$ cat config.mk
export PLATFORM = sky130hd
export DESIGN_NAME = seg_scan_ctrl
export DESIGN_NICKNAME = d
export VERILOG_FILES = /design/src/rtl/seg_scan_ctrl.sv
export SDC_FILE = /design/constraint.sdc
export NUM_CORES = 1
export LEC_CHECK = 0
export ABC_AREA = 1
export BUFFER_PORTS_ARGS = -buffer_cell sky130_fd_sc_hd__clkbuf_2
export CORE_MARGIN = 2
export CORE_UTILIZATION = 62
export DETAILED_ROUTE_END_ITERATION = 8
export HOLD_SLACK_MARGIN = 0.02
export PLACE_DENSITY = 0.89
export SYNTH_ARGS = -nofsm -noshare
export SYNTH_HDL_FRONTEND = slang
export SYNTH_SLANG_ARGS = --single-unit
$ cat constraint.sdc
create_clock -name mclk -period 3.1 [get_ports mclk]
set_clock_uncertainty 0.15 [all_clocks]
set_input_delay 0 -clock mclk [delete_from_list [all_inputs] [get_ports mclk]]
set_output_delay 0 -clock mclk [all_outputs]
set_load 0.02 [all_outputs]
$ cat src/rtl/seg_scan_ctrl.sv
// Four-digit 7-segment scan scheduler. Each slot blanks the anodes first, then drives one digit.
// Content is swapped only on frame boundaries and supports leading-zero suppression and blinking.
module seg_scan_ctrl #(
    parameter int unsigned SLOT_CYCLES  = 100000,
    parameter int unsigned BLANK_CYCLES = 2000,
    parameter int unsigned BLINK_FRAMES = 64
) (
    input  logic        mclk,
    input  logic        rst,
    input  logic [15:0] digits_in,
    input  logic [3:0]  dp_in,
    input  logic [3:0]  blink_en,
    input  logic        lz_suppress,
    input  logic        load,
    output logic        load_ack,
    output logic [3:0]  an,
    output logic [6:0]  seg,
    output logic        dp,
    output logic        frame_start
);
    localparam int unsigned DriveCycles = SLOT_CYCLES - BLANK_CYCLES;
    localparam int unsigned CntW = (SLOT_CYCLES > 2) ? $clog2(SLOT_CYCLES) : 1;
    localparam int unsigned FcW  = (BLINK_FRAMES > 2) ? $clog2(BLINK_FRAMES) : 1;
    localparam logic [CntW-1:0] BlankLast = CntW'(BLANK_CYCLES - 1);
    localparam logic [CntW-1:0] DriveLast = CntW'(DriveCycles - 1);
    localparam logic [FcW-1:0]  FcLast    = FcW'(BLINK_FRAMES - 1);

    typedef enum logic [0:0] {StBlank, StDrive} state_e;

    state_e          state_q;
    logic [CntW-1:0] cnt_q;
    logic [1:0]      slot_q;
    logic [FcW-1:0]  fc_q;
    logic            phase_q;
    logic [15:0]     digits_q;
    logic [3:0]      dp_q;
    logic [3:0]      blink_q;
    logic            lz_q;

    logic            capture;
    logic [15:0]     digits_d;
    logic [3:0]      dp_d;
    logic [3:0]      blink_d;
    logic            lz_d;
    logic [3:0]      code;
    logic            lz_blank;
    logic            blink_off;
    logic [6:0]      seg_nxt;
    logic            dp_nxt;

    function automatic logic [6:0] decode(input logic [3:0] c);
        case (c)
            4'h0:    decode = 7'b1000000;
            4'h1:    decode = 7'b1111001;
            4'h2:    decode = 7'b0100100;
            4'h3:    decode = 7'b0110000;
            4'h4:    decode = 7'b0011001;
            4'h5:    decode = 7'b0010010;
            4'h6:    decode = 7'b0000010;
            4'h7:    decode = 7'b1111000;
            4'h8:    decode = 7'b0000000;
            4'h9:    decode = 7'b0010000;
            4'hA:    decode = 7'b0001000;
            4'hB:    decode = 7'b0000011;
            4'hC:    decode = 7'b1000110;
            4'hD:    decode = 7'b0100001;
            4'hE:    decode = 7'b0000110;
            default: decode = 7'b0001110;
        endcase
    endfunction

    // Pattern is built from the post-capture shadow so a new frame shows new content from slot 0.
    always_comb begin
        capture   = frame_start && load;
        digits_d  = capture ? digits_in   : digits_q;
        dp_d      = capture ? dp_in       : dp_q;
        blink_d   = capture ? blink_en    : blink_q;
        lz_d      = capture ? lz_suppress : lz_q;
        code      = digits_d[{slot_q, 2'b00} +: 4];
        lz_blank  = 1'b0;
        unique case (slot_q)
            2'd3:    lz_blank = lz_d && (digits_d[15:12] == 4'd0);
            2'd2:    lz_blank = lz_d && (digits_d[15:8] == 8'd0);
            2'd1:    lz_blank = lz_d && (digits_d[15:4] == 12'd0);
            default: lz_blank = 1'b0;
        endcase
        blink_off = phase_q && blink_d[slot_q];
        seg_nxt   = (blink_off || lz_blank) ? 7'b1111111 : decode(code);
        dp_nxt    = blink_off ? 1'b1 : ~dp_d[slot_q];
    end

    always_ff @(posedge mclk) begin
        if (rst) begin
            state_q     <= StBlank;
            cnt_q       <= '0;
            slot_q      <= 2'd0;
            fc_q        <= '0;
            phase_q     <= 1'b0;
            digits_q    <= 16'h0000;
            dp_q        <= 4'h0;
            blink_q     <= 4'h0;
            lz_q        <= 1'b0;
            an          <= 4'b1111;
            seg         <= 7'b1111111;
            dp          <= 1'b1;
            load_ack    <= 1'b0;
            frame_start <= 1'b0;
        end else begin
            load_ack <= capture;
            if (capture) begin
                digits_q <= digits_in;
                dp_q     <= dp_in;
                blink_q  <= blink_en;
                lz_q     <= lz_suppress;
            end
            frame_start <= (state_q == StBlank) && (slot_q == 2'd0) && (cnt_q == '0);
            case (state_q)
                StBlank: begin
                    an  <= 4'b1111;
                    seg <= seg_nxt;
                    dp  <= dp_nxt;
                    if (cnt_q == BlankLast) begin
                        state_q <= StDrive;
                        cnt_q   <= '0;
                    end else begin
                        cnt_q <= cnt_q + 1'b1;
                    end
                end
                default: begin
                    an <= ~(4'b0001 << slot_q);
                    if (cnt_q == DriveLast) begin
                        state_q <= StBlank;
                        cnt_q   <= '0;
                        slot_q  <= slot_q + 2'd1;
                        // Frame boundary: count the completed frame for the blink period.
                        if (slot_q == 2'd3) begin
                            if (fc_q == FcLast) begin
                                fc_q    <= '0;
                                phase_q <= ~phase_q;
                            end else begin
                                fc_q <= fc_q + 1'b1;
                            end
                        end
                    end else begin
                        cnt_q <= cnt_q + 1'b1;
                    end
                end
            endcase
        end
    end

endmodule

==> results_dict.tcl <==
set metrics [dict create \
    status "completed" \
    max-slew-margin-rel_pct 45.9 \
    synth_cell_type_count 38 \
    cts_root_buf "clkbuf_8" \
    synth_edf_count 0 \
    first_iter_violations 285 \
    syn_nets 526 \
    fillers 384 \
    antenna_cells 0 \
    wirelength_mm 8.59 \
    synthCells 485 \
    portBuffers 41 \
    avgRoutedWirePerCell_um 13.6 \
    die_area_um2 6150 \
    seq_area_frac_synth_pct 38.5 \
    grt_max_degree 39 \
    tightest_slew_ns 0.812 \
    place_inst 588 \
    finalCriticalPeriod_ns 2.47 \
    finalInstanceArea_um2 4170 \
    path_max_fanout 37 \
    dpl.hpwl_mm 5.47 \
    ir_drop_v 0.000536 \
    insertion_delay_ns 0.35 \
    ios 42 \
    grt_pass1_wl_mm 14.4 \
    nets 596 \
    place_area_um2 3660 \
    postSynth.asyncResetShare_pct 0 \
    cts_setup_buffers 0 \
    drive_above_1_share_pct 15.7 \
    area_growth_syn_to_layout_pct 21.3 \
    yosys_warnings 0 \
    grt_overflow_total 0 \
    layout_common_cells "nand2_1, nor2_1, dfxtp_1, inv_1, clkbuf_2" \
    hp-class "in -> reg" \
    p_leak_nw 1.85 \
    cts_buffers 9 \
    core-area_um2 5440 \
    syn-mean-instance-area_um2 7.08 \
    gp_congestion 0.886 \
    crit_type "reg -> reg" \
    clock.fmax_mhz 405 \
    fin_cells 632 \
    crit_arrival_ns 2.56 \
    vias 3450 \
    rsz0062_at_grt "no" \
    die_x_um 78.4 \
    drt-pass1-iter-count 6 \
    htree_levels 3 \
    maxCapViolCount 0 \
    final_common_cell "nand2_1" \
    setup_ws_ns 0.631 \
    dp_worst_setup_slack_ns 0.685 \
    via_per_inst 5.46 \
    grtUsageTotal_pct 29.8 \
    ys_ff_latch 66 \
    required_ns 3.20 \
    start_util_pct 63.1 \
    clock-sinks 66 \
    setup_violations 0 \
    fin_crit_sh_pct 79.6 \
    fin_util_pct 76.6 \
    route.detailed.drc 0 \
    clockBufferDepth 2 \
    final_hold_viol_count 0 \
    slew_viol_final 0 \
    path_clk_slew_ns 0.08 \
    grt_antenna_before_repair 0 \
    synth_ff_type "dfxtp_1" \
    mappedNetlistArea_um2 3430 \
    tns_ns 0 \
    grt_pass1_vias 3338 \
    die_y_um 78.4 \
    end_kind "register" \
    cts_tree "built" \
    cellPowerDensity_nw_per_um2 483 \
    ant_nets 0 \
    start_kind "register" \
    row_count 27 \
]
==> per-layer routing <==
metal	wire [um]	share of wire, %	track usage (%)	vias up
met1	3430	40	32.7	1565
met3	499	5.8	5.06	33
li1	-	-	-	1696
met2	4330	50	53.8	156
met5	0	0	0	-
met4	322	3.7	17.2	0
==> metrics by stage <==
stage	hold WS, ns	total power, mW
floorplan	-0.00621	1.11
CTS	0.0333	2.01
global route	0.0842	2.09
global placement	0.110	1.17
detailed placement	0.123	1.18
finish	0.0354	2.01
==> critical path, stage by stage, from the launching register on <==
cell	delay, ns
dfxtp_1	0.37
nand2_2	0.10
buf_4	0.37
nand2_1	0.15
nand2_1	0.12
nand2_1	0.07
nand3_1	0.09
nand2_1	0.16
ha_1	0.29
nand3_1	0.10
nor2_1	0.04
nor2_1	0.13
nand3_1	0.08
nor2_1	0.09
nor2_1	0.04
==> logic make-up (layout without fill, tap and decap cells) <==
family	count (synthesis)	in the layout	synth area share, %
fa+ha+maj	13	13	4.74
simple gates	279	279	36.6
mux	3	3	0.874
flops	66	66	38.5
xor+xnor	10	10	2.55
compound gates	46	46	8.09
buf+inv	68	143	8.71
==> flip-flops by register name, indices dropped and copies added, names as in the netlist <==
name         count
an               4
blink_q          4
cnt_q           17
digits_q        16
dp               1
dp_q             4
fc_q             6
frame_start      1
load_ack         1
lz_q             1
phase_q          1
seg              7
slot_q           2
state_q          1
==> path summary, 6_finish.rpt <==
path              depth (start not counted)   startpoint    endpoint  slack (ns)
hold reg to reg                           1     cnt_q[0]    cnt_q[0]        0.30
hold / removal                            4  blink_en[1]  blink_q[1]        0.04
setup / recovery                         14  frame_start      seg[0]        0.63
setup reg to reg                         14  frame_start      seg[0]        0.63
==> layout make-up <==
| cell class | count | area [um^2] | area share, % |
|---|---|---|---|
| multi-input cells | 351 | 1810 | 43.5 |
| inverters | 55 | 206 | 4.95 |
| flip-flops and latches | 66 | 1320 | 31.7 |
| clock inverters | 6 | 90.1 | 2.16 |
| clock buffers | 10 | 138 | 3.30 |
| repair buffers | 72 | 508 | 12.2 |
| well taps | 72 | 90.1 | 2.16 |
==> where the power goes <==
part | switching, mW | leakage, nW | internal [mW] | total, mW
registers | 0.0169 | 0.538 | 0.884 | 0.901
logic | 0.181 | 1.20 | 0.111 | 0.293
clock network | 0.346 | 0.112 | 0.476 | 0.821
==> Yosys cell counts (2+ instances only) <==
| library cell | number | area [um^2] |
|---|---|---|
| nand2_1 | 111 | 417 |
| a211oi_1 | 3 | 22.5 |
| clkbuf_1 | 6 | 22.5 |
| inv_1 | 52 | 195 |
| o21ai_1 | 2 | 10.0 |
| nor4_1 | 3 | 18.8 |
| or2_0 | 3 | 18.8 |
| ha_1 | 13 | 163 |
| dfxtp_1 | 66 | 1320 |
| xor2_1 | 9 | 78.8 |
| buf_6 | 2 | 22.5 |
| o211ai_2 | 4 | 50.1 |
| nand2_2 | 12 | 75.1 |
| nor2_2 | 3 | 18.8 |
| nand3_2 | 3 | 30.0 |
| nor2_1 | 73 | 274 |
| a21oi_1 | 20 | 100 |
| o21ai_0 | 13 | 65.1 |
| inv_2 | 2 | 7.51 |
| nor3_1 | 10 | 50.1 |
| buf_8 | 2 | 30.0 |
| nand3_1 | 39 | 195 |
| nor3b_1 | 4 | 30.0 |
| buf_2 | 2 | 10.0 |
| mux2i_1 | 3 | 30.0 |
| or2_1 | 2 | 12.5 |
| nand4_1 | 12 | 75.1 |
==> timing repair <==
| item | in CTS | in global routing |
|---|---|---|
| gates resized for setup | 0 | 0 |
| setup endpoints to repair | 0 | 0 |
| endpoints found under the hold margin | 24 | 0 |
| hold buffers | 28 | 0 |
Note: power is estimated with default switching activity, not from simulation.
